`src/rtl/procc_sched_if.sv`:
```
// rtl/procc_sched_if.sv - operand RAM read port and processing-unit handshake bundle
//
// Signals:
//   sch_address_mem_opa/opb  scheduler -> RAM   read addresses (always equal)
//   mem_data_in_opa/opb      RAM -> scheduler   read data, RD_LAT cycles after address
//   procc_valid              scheduler -> unit  operand pair valid
//   procc_ready              unit -> scheduler  unit accepts the pair
//   procc_opa/opb            scheduler -> unit  held operands
//   procc_last               scheduler -> unit  marks the final pair of the run
// Modports: master = scheduler side, slave = RAM/processing-unit side.
interface procc_sched_if #(
  parameter int ADDR_W = 6,
  parameter int DATA_W = 32
);
  logic [ADDR_W-1:0] sch_address_mem_opa;
  logic [ADDR_W-1:0] sch_address_mem_opb;
  logic [DATA_W-1:0] mem_data_in_opa;
  logic [DATA_W-1:0] mem_data_in_opb;
  logic              procc_valid;
  logic              procc_ready;
  logic [DATA_W-1:0] procc_opa;
  logic [DATA_W-1:0] procc_opb;
  logic              procc_last;

  modport master (
    output sch_address_mem_opa, sch_address_mem_opb,
    output procc_valid, procc_opa, procc_opb, procc_last,
    input  mem_data_in_opa, mem_data_in_opb, procc_ready
  );

  modport slave (
    input  sch_address_mem_opa, sch_address_mem_opb,
    input  procc_valid, procc_opa, procc_opb, procc_last,
    output mem_data_in_opa, mem_data_in_opb, procc_ready
  );
endinterface

```
`src/rtl/procc_sched.sv`:
```
// rtl/procc_sched.sv - walks operand RAM addresses and issues opa/opb pairs to the processing unit
//
// Ports:
//   sch_clk      in   rising-edge clock
//   sch_reset    in   synchronous active-high reset
//   sch_start    in   start pulse, honoured only when idle
//   sch_abort    in   cancels the current run (ignored when idle)
//   sch_length   in   number of operand pairs, latched on an accepted start
//   sch_busy     out  high while a run is in progress (including the done cycle)
//   sch_done     out  one-cycle pulse when a run completes
//   bus          master side of procc_sched_if: RAM read addresses/data and
//                the valid/ready operand handshake to the processing unit
module procc_sched #(
  parameter int ADDR_W = 6,
  parameter int DATA_W = 32,
  parameter int RD_LAT = 1
) (
  input  logic              sch_clk,
  input  logic              sch_reset,
  input  logic              sch_start,
  input  logic              sch_abort,
  input  logic [ADDR_W-1:0] sch_length,
  output logic              sch_busy,
  output logic              sch_done,
  procc_sched_if.master     bus
);

  localparam int CNT_W = 3;

  typedef enum logic [2:0] {
    S_IDLE,
    S_FETCH,
    S_WAIT,
    S_ISSUE,
    S_DONE
  } state_e;

  state_e            state_q, state_d;
  logic [ADDR_W-1:0] idx_q, idx_d;
  logic [ADDR_W-1:0] len_q, len_d;
  logic [CNT_W-1:0]  cnt_q, cnt_d;
  logic [DATA_W-1:0] opa_q, opa_d;
  logic [DATA_W-1:0] opb_q, opb_d;

  logic is_last;
  logic handshake;

  // len_q is never 0 while a pair is outstanding, so length-1 cannot underflow
  // when it matters; outside ISSUE the result is masked by procc_valid.
  assign is_last   = (idx_q == (len_q - ADDR_W'(1)));
  assign handshake = (state_q == S_ISSUE) && bus.procc_ready;

  always_ff @(posedge sch_clk) begin
    if (sch_reset) begin
      state_q <= S_IDLE;
      idx_q   <= '0;
      len_q   <= '0;
      cnt_q   <= '0;
      opa_q   <= '0;
      opb_q   <= '0;
    end else begin
      state_q <= state_d;
      idx_q   <= idx_d;
      len_q   <= len_d;
      cnt_q   <= cnt_d;
      opa_q   <= opa_d;
      opb_q   <= opb_d;
    end
  end

  always_comb begin
    state_d = state_q;
    idx_d   = idx_q;
    len_d   = len_q;
    cnt_d   = cnt_q;
    opa_d   = opa_q;
    opb_d   = opb_q;

    case (state_q)
      S_IDLE: begin
        if (sch_start) begin
          if (sch_length != '0) begin
            len_d   = sch_length;
            idx_d   = '0;
            state_d = S_FETCH;
          end else begin
            state_d = S_DONE;
          end
        end
      end
      S_FETCH: begin
        cnt_d   = CNT_W'(RD_LAT);
        state_d = S_WAIT;
      end
      S_WAIT: begin
        // The address was sampled at the end of FETCH, so the RAM output is
        // valid in the last WAIT cycle. An abort leaves the operands untouched.
        if (cnt_q == CNT_W'(1)) begin
          if (!sch_abort) begin
            opa_d = bus.mem_data_in_opa;
            opb_d = bus.mem_data_in_opb;
          end
          state_d = S_ISSUE;
        end else begin
          cnt_d = cnt_q - CNT_W'(1);
        end
      end
      S_ISSUE: begin
        if (handshake) begin
          if (is_last) begin
            state_d = S_DONE;
          end else begin
            idx_d   = idx_q + ADDR_W'(1);
            state_d = S_FETCH;
          end
        end
      end
      S_DONE: begin
        state_d = S_IDLE;
      end
      default: begin
        state_d = S_IDLE;
      end
    endcase

    // Abort overrides every transition out of a busy state; a handshake in
    // the same cycle still counts as taken by the unit.
    if ((state_q != S_IDLE) && sch_abort) begin
      state_d = S_IDLE;
    end
  end

  assign sch_busy = (state_q != S_IDLE);
  assign sch_done = (state_q == S_DONE) && !sch_abort;

  // idx_q only moves on entry to FETCH, so it doubles as the held address
  // that persists through DONE/IDLE.
  assign bus.sch_address_mem_opa = idx_q;
  assign bus.sch_address_mem_opb = idx_q;
  assign bus.procc_valid         = (state_q == S_ISSUE);
  assign bus.procc_opa           = opa_q;
  assign bus.procc_opb           = opb_q;
  assign bus.procc_last          = (state_q == S_ISSUE) && is_last;

endmodule
```
`src/flat_wrapper.sv`:
```
// flat-port wrapper written by rule: the top's interface ports become plain ports
module procc_sched_flat 
#(
  parameter int ADDR_W = 6,
  parameter int DATA_W = 32,
  parameter int RD_LAT = 1
)
  (sch_clk, sch_reset, sch_start, sch_abort, sch_length, sch_busy, sch_done, bus_sch_address_mem_opa, bus_sch_address_mem_opb, bus_procc_valid, bus_procc_opa, bus_procc_opb, bus_procc_last, bus_mem_data_in_opa, bus_mem_data_in_opb, bus_procc_ready);
  procc_sched_if #(.ADDR_W(ADDR_W), .DATA_W(DATA_W)) bus_i ();
  input  logic sch_clk;
  input  logic sch_reset;
  input  logic sch_start;
  input  logic sch_abort;
  input  logic [ADDR_W-1:0] sch_length;
  output logic sch_busy;
  output logic sch_done;
  output wire logic [$bits(bus_i.sch_address_mem_opa)-1:0] bus_sch_address_mem_opa;
  output wire logic [$bits(bus_i.sch_address_mem_opb)-1:0] bus_sch_address_mem_opb;
  output wire logic [$bits(bus_i.procc_valid)-1:0] bus_procc_valid;
  output wire logic [$bits(bus_i.procc_opa)-1:0] bus_procc_opa;
  output wire logic [$bits(bus_i.procc_opb)-1:0] bus_procc_opb;
  output wire logic [$bits(bus_i.procc_last)-1:0] bus_procc_last;
  input wire logic [$bits(bus_i.mem_data_in_opa)-1:0] bus_mem_data_in_opa;
  input wire logic [$bits(bus_i.mem_data_in_opb)-1:0] bus_mem_data_in_opb;
  input wire logic [$bits(bus_i.procc_ready)-1:0] bus_procc_ready;
  assign bus_sch_address_mem_opa = bus_i.sch_address_mem_opa;
  assign bus_sch_address_mem_opb = bus_i.sch_address_mem_opb;
  assign bus_procc_valid = bus_i.procc_valid;
  assign bus_procc_opa = bus_i.procc_opa;
  assign bus_procc_opb = bus_i.procc_opb;
  assign bus_procc_last = bus_i.procc_last;
  assign bus_i.mem_data_in_opa = bus_mem_data_in_opa;
  assign bus_i.mem_data_in_opb = bus_mem_data_in_opb;
  assign bus_i.procc_ready = bus_procc_ready;
  procc_sched #(.ADDR_W(ADDR_W), .DATA_W(DATA_W), .RD_LAT(RD_LAT)) u_core (.sch_clk(sch_clk), .sch_reset(sch_reset), .sch_start(sch_start), .sch_abort(sch_abort), .sch_length(sch_length), .sch_busy(sch_busy), .sch_done(sch_done), .bus(bus_i));
endmodule
```
`config.mk`:
```
export PLATFORM = sky130hd
export DESIGN_NAME = procc_sched_flat
export DESIGN_NICKNAME = d
export VERILOG_FILES = /design/src/rtl/procc_sched_if.sv /design/src/rtl/procc_sched.sv /design/src/flat_wrapper.sv
export SDC_FILE = /design/constraint.sdc
export NUM_CORES = 1
export LEC_CHECK = 0
export BUFFER_PORTS_ARGS = -buffer_cell sky130_fd_sc_hd__buf_2
export CORE_AREA = 2 2 103 145
export CTS_BUF_LIST = sky130_fd_sc_hd__clkbuf_4
export CTS_CLUSTER_SIZE = 28
export DETAILED_ROUTE_END_ITERATION = 7
export DIE_AREA = 0 0 105 147
export PLACE_DENSITY = 0.49
export SYNTH_ARGS = -nofsm -noshare
export SYNTH_HDL_FRONTEND = slang
export SYNTH_SLANG_ARGS = --single-unit
```
`constraint.sdc`:
```
create_clock -name sch_clk -period 2.5 [get_ports sch_clk]
set_input_delay 0.5 -clock sch_clk [delete_from_list [all_inputs] [get_ports sch_clk]]
set_output_delay 0.5 -clock sch_clk [all_outputs]
set_load 0.05 [all_outputs]
```
==> results of run 1 <==
## kinds of logic after synthesis
family          after synthesis
compound gates               97
xor+xnor                      8
flops                        82
buf+inv                      48
mux                           3
fa+ha+maj                     4
simple gates                196
## stage by stage
| step | utilization (%) | TNS (ps) |
|---|---|---|
| after detailed placement | 31.4 | 0 |
| after global placement | 31.4 | 0 |
| final | 32.9 | -2.05 |
| after global routing | 32.9 | -139 |
| after floorplan | - | 0 |
| after CTS | 32.8 | -64.4 |
## what timing repair did
item                                   in CTS  in global routing
setup buffers                               3                  0
endpoints found under the hold margin       0                  0
pin swaps                                   6                  1
setup endpoints to repair                   1                  1
gates resized for setup                    17                  3
## cell usage after synthesis, drive strengths merged, types with 3 or more instances
cell    count  area (sq um)
xnor2       4          35.0
nor2       15          56.3
dfxtp      82          1640
and3        4          25.0
nor3        7          35.0
nand2     135           507
nor4        5          52.6
or4         3          30.0
o21ai       7          35.0
xor2        4          35.0
inv        12          45.0
nand3      14          70.1
buf         8          61.3
clkbuf     28           105
nand2b      3          18.8
ha          4          50.1
nor4b       3          26.3
a21oi      70           354
mux2i       3          30.0
## layout by cell type (no fill, tap or decap), types with 2 or more instances in the layout
master        n
a211oi_1      2
a21oi_1      69
and3_1        3
buf_2       153
buf_4        16
clkbuf_4     10
clkinv_2      2
clkinvlp_4    3
dfxtp_1      79
dfxtp_2       3
ha_1          3
inv_1        10
inv_2         2
mux2i_1       3
nand2_1     134
nand2b_1      3
nand3_1      14
nand3b_1      2
nor2_1       15
nor3_1        6
nor4_1        2
nor4_4        3
nor4b_2       2
o211ai_2      2
o21ai_0       2
o21ai_1       5
o311a_1       2
o311ai_2      2
o32ai_1       2
or4_4         2
xnor2_1       3
xor2_1        2
xor2_2        2
## where the power goes
part           leakage, uW  internal, uW  switching, uW
sequential        0.000663          1330           21.2
combinational      0.00127           143            199
clock            0.0000543           207            447
## area by class of cell
class,instances,area [sq um],share of cell area [%]
multi-input cells,308,1710,36.6
flip-flops and latches,82,1650,35.2
repair buffers,171,921,19.7
well taps,189,236,5.07
clock buffers,10,75.1,1.61
inverters,12,45.0,0.965
clock inverters,5,32.5,0.697
diodes,1,2.50,0.0536
## worst max-delay path, cell delays in order (launching register included)
cell	delay (ps)
dfxtp_2	360
inv_2	50
ha_4	260
xor2_2	150
nand2_2	90
nor4_4	310
and3_4	230
buf_8	140
## state kept, by name (all words and copies together) (netlist names)
| signal | count |
|---|---|
| u_core.len_q | 6 |
| u_core.bus.sch_address_mem_opa | 6 |
| u_core.state_q | 3 |
| u_core.bus.procc_opb | 32 |
| u_core.bus.procc_opa | 32 |
| u_core.cnt_q | 3 |
## layer usage
layer	track usage, %	up-vias
li1	-	1757
met1	13.7	1561
met2	22.2	104
met3	3.24	21
met4	7.07	0
met5	0	-
## path summary, 6_finish.rpt
kind | start | to | slack (ps) | depth (start not counted)
min | bus_mem_data_in_opb[9] | u_core.bus.procc_opb[9] | 300 | 3
max | u_core.len_q[1] | bus_procc_last | -2 | 7
max reg2reg | u_core.len_q[0] | u_core.state_q[0] | 530 | 6
min reg2reg | u_core.bus.procc_opa[22] | u_core.bus.procc_opa[22] | 460 | 2
==> summary.txt, run 1 <==
Placed design
  – Placed Instances: 759
  – Dpl ws: 54.7 ps
  – Port-buffer cells: 154
  – Final Wtd Congestion: 0.839
  – Placed cell areas: 4450 sq um
  – HPWL after DPL: 7.21 mm

Power and ir drop
  – Leak: 0.00199 uW
  – Final Total Pwr: 2350 uW
  – VDD IR-drop max: 0.000184 V
  – Power density over cell area: 502 nW/um^2

Drt
  – DRC viols: 0
  – Met3 wire len: 487 um
  – Met2 wire length: 5.12 mm
  – Routed WL: 9.87 mm
  – DR WL/cell: 12.7 um
  – Vias/cell: 4.43
  – Starting DRT DRC Count: 138
  – Met1 WL: 3.92 mm
  – Antenna viol nets, final: 0
  – Max Used Layer: met4
  – Drt pass-1 iters: 4
  – Via count: 3,443

Logic synthesis
  – Largest family of logic cells by synthesized area: simple AND/OR/NAND/NOR gates
  – Syn Area/Cell: 7.93 sq um
  – Post-Syn Area: 3470 sq um
  – FFs w/ async S/R, synth: 0%
  – Dominant synthesized flop cell: dfxtp_1
  – #FFs+latches synth: 82
  – Synth cell types: 47
  – Yosys warns: 0
  – Cells after Synth: 438
  – Compound-Gate Fraction of Synth Area: 17.1%
  – Post-Synth XOR/XNOR Area: 2.02%
  – Adder-Cell Fraction of Synth Area: 1.44%
  – Syn Nets: 517
  – Post-synthesis mux area share: 0.865%
  – Synth Area in Simple Gates: 25.2%
  – EDFF count, synth: 0
  – Post-synthesis sequential area ratio: 47.3%

Critical path
  – Crit-path max FO: 2
  – WS Path Type: flop to primary output
  – Crit path DAT: 2000 ps
  – Worst path required time: 2000 ps
  – CP Launch Type: flop
  – Setup crit end kind: primary output

Clock tree
  – Cts bufs inserted: 9
  – CTS max path bufs: 2
  – H-tree depth: 3
  – Worst-Skew Late Latency: 420 ps
  – # hold bufs at CTS: 0
  – Root Buffer: clkbuf_4
  – Worst-path clk slew: 130 ps
  – Clock sinks: 82
  – CTS tree: yes

Timing
  – Hold Fails Final Rpt: 0
  – Tcrit/Tclk final: 100%
  – Crit path setup slack, layout: -2.05 ps
  – Unrepaired setup endpoints after global routing: true
  – Least-Margin Pin Slew: 535 ps
  – Setup-failing EPs final: 1
  – Max Clk Rate: 400 MHz
  – Final Skew: 15.6 ps
  – Final Max Slew Viols: 0
  – Max_slew headroom: 64.0%
  – Min Tclk post-route: 2500 ps
  – Worst hold slack: 295 ps

Worst hold path
  – HP Class: primary input to flop

Global routing
  – Total GRT Usage: 12.6%
  – GR Overflow Total: 0
  – Global-route wire length before repair: 15.7 mm
  – Pin count of the biggest net entering global routing: 80
  – Number of global-route vias before repair: 3,214
  – Antenna violations before repair: 1

Floorplanning
  – Die area: 15,400 sq um
  – IO Pins: 155
  – # rows: 52
  – Die Y: 147 um
  – Core ar.: 14,200 sq um
  – Initial core utilization: 24.5%
  – Die Wd: 105 um

Cells and area
  – Non-Filler Instances: 778
  – Share of cells above drive strength 1: 36.6%
  – Fin nets: 663
  – Area grow syn2layout: 34.5%
  – Final non-filler cell area: 4670 sq um
  – FILL cells: 1,552

Status
  – Outcome: finished, violations left
  – Violated checks: setup timing

Flow run
  – Max-cap viol count: 0
Note: power is estimated with default switching activity, not from simulation.
==> inputs of run 2 (changes only) <==
Settings changed: PLACE_DENSITY 0.49 to default, PLACE_DENSITY_LB_ADDON from default to 0.05.
==> run 2 against run 1 <==
The run still ends with setup timing left. Final cell count rose by 1.3%. Hold slack got worse by 4.0 ps. Maximum frequency is 1.3% lower. Routed wire length grew 14%. Core utilization rose by 0.60 points. Worst setup slack got worse by 34 ps. Critical path depth stayed put. Critical path type unchanged. Largest power group unchanged.
==> summary.txt, run 2 (synthesized netlist as in run 1, its figures left out) <==
Floorplanning
  – IO Pins: 155 (unchanged)
  – Die Y: 147 um (unchanged)
  – # rows: 52 (unchanged)
  – Initial core utilization: 24.5% (unchanged)
  – Die area: 15,400 sq um (unchanged)
  – Die Wd: 105 um (unchanged)
  – Core ar.: 14,200 sq um (unchanged)

Clock tree
  – CTS tree: yes
  – Root Buffer: clkbuf_4
  – Worst-Skew Late Latency: 430 ps (about the same)
  – Worst-path clk slew: 140 ps (about the same)
  – H-tree depth: 3 (unchanged)
  – # hold bufs at CTS: 0 (unchanged)
  – CTS max path bufs: 2 (unchanged)
  – Clock sinks: 82 (unchanged)
  – Cts bufs inserted: 9 (unchanged)

Power and ir drop
  – Power density over cell area: 500 nW/um^2 (-0.43%)
  – VDD IR-drop max: 0.000221 V (+20%)
  – Leak: 0.00206 uW (+3.6%)

Critical path
  – Crit path DAT: 2040 ps (+40 ps)
  – Setup crit end kind: primary output
  – Crit-path max FO: 2 (unchanged)
  – WS Path Type: flop to primary output
  – CP Launch Type: flop
  – Worst path required time: 2000 ps (about the same)

Timing
  – Max_slew headroom: 57.8% (-6.3 points)
  – Tcrit/Tclk final: 101% (+1.4 points)
  – Hold Fails Final Rpt: 0 (unchanged)
  – Max Clk Rate: 394 MHz (-1.3%)
  – Least-Margin Pin Slew: 631 ps (+95.8 ps)
  – Min Tclk post-route: 2540 ps (+34.0 ps)
  – Unrepaired setup endpoints after global routing: true
  – Crit path setup slack, layout: -36.1 ps (-34.0 ps)
  – Setup-failing EPs final: 1 (unchanged)
  – Final Max Slew Viols: 0 (unchanged)
  – Final Skew: 23.0 ps (+7.35 ps)

Drt
  – Antenna viol nets, final: 0 (unchanged)
  – DR WL/cell: 14.2 um (+12%)
  – Via count: 3,502 (+1.7%)
  – Starting DRT DRC Count: 125 (-9.4%)
  – Routed WL: 11.2 mm (+14%)
  – Drt pass-1 iters: 4 (unchanged)
  – DRC viols: 0 (unchanged)
  – Vias/cell: 4.44 (+0.42%)

Flow run
  – Max-cap viol count: 0 (unchanged)

Cells and area
  – Commonest non-fill, non-tap cell in the layout: buf_2
  – Most frequent cells in the layout: buf_2, nand2_1, dfxtp_1, a21oi_1, buf_4
  – Share of cells above drive strength 1: 37.3% (+0.73 points)
  – Final non-filler cell area: 4750 sq um (+1.8%)
  – Fin nets: 674 (+1.7%)
  – Area grow syn2layout: 36.9%

Global routing
  – Pin count of the biggest net entering global routing: 65 (-19%)
  – Total GRT Usage: 14.2% (+1.6 points)
  – GR Overflow Total: 0 (unchanged)
  – Global-route wire length before repair: 17.4 mm (+11%)
  – Antenna violations before repair: 1 (unchanged)
  – Number of global-route vias before repair: 3,293 (+2.5%)

Placed design
  – Placed cell areas: 4490 sq um (+0.96%)
  – Port-buffer cells: 154 (unchanged)
  – HPWL after DPL: 7.74 mm (+7.3%)
  – Dpl ws: 130 ps (+75.0 ps)
  – Final Wtd Congestion: 0.779 (-7.1%)

Status
  – Violated checks: setup timing
  – Outcome: finished, violations left

Worst hold path
  – HP Class: primary input to flop
-- run 2: power breakdown --
group / switching (uW) / internal [uW]
clock network: 468 / 199
logic: 205 / 152
registers: 24.7 / 1330
total: 697 / 1680
-- run 2: path summary, 6_finish.rpt --
kind	start	to	slack (ps)	cells after the start
min	bus_mem_data_in_opb[24]	u_core.bus.procc_opb[24]	290	3
min reg2reg	u_core.bus.procc_opa[27]	u_core.bus.procc_opa[27]	460	2
max	u_core.len_q[1]	bus_procc_last	-40	7
max reg2reg	u_core.len_q[1]	u_core.bus.sch_address_mem_opa[2]	90	11
-- run 2: cell type report --
class                      instances  area (sq um)
sequential                        82          1650
multi-input combinational        308          1710
clock inverter                     4          21.3
fill                            1617          9430
antenna                            1          2.50
inverter                          12          45.0
clock buffer                      10          75.1
tap                              189           236
timing repair buffer             182          1020
-- run 2: per-stage QoR --
step / util [%] / cells / hold WS (ps) / total power (uW) / setup TNS, ps
after detailed placement: 31.7 / 763 / 443 / 1700 / 0
after global placement: 31.7 / 763 / 439 / 1700 / 0
after CTS: 33.2 / 787 / 248 / 2420 / -26.4
final: 33.5 / 788 / 291 / 2380 / -36.1
after floorplan: - / 438 / 473 / 1570 / 0
after global routing: 33.5 / 788 / 245 / 2520 / -158
-- run 2: per-layer routing --
metal	part of all wire, %	up-vias	track usage (%)
met5	0	-	0
met4	1.3	0	5.07
met3	4.9	10	3.19
met2	52	102	25.6
met1	42	1611	16.4
li1	-	1779	-
-- run 2: what timing repair did --
item                       4_1_cts  5_1_grt
gates resized for setup         12        8
setup buffers                   10        1
setup endpoints to repair        1        3
pin swaps                        6        6
-- run 2: worst max-delay path: stages, from the launching register on --
cell     delay [ps]
dfxtp_2         360
inv_2            50
ha_4            250
xor2_1          130
nand2_1          90
nor4_2          340
and3_4          250
buf_8           140
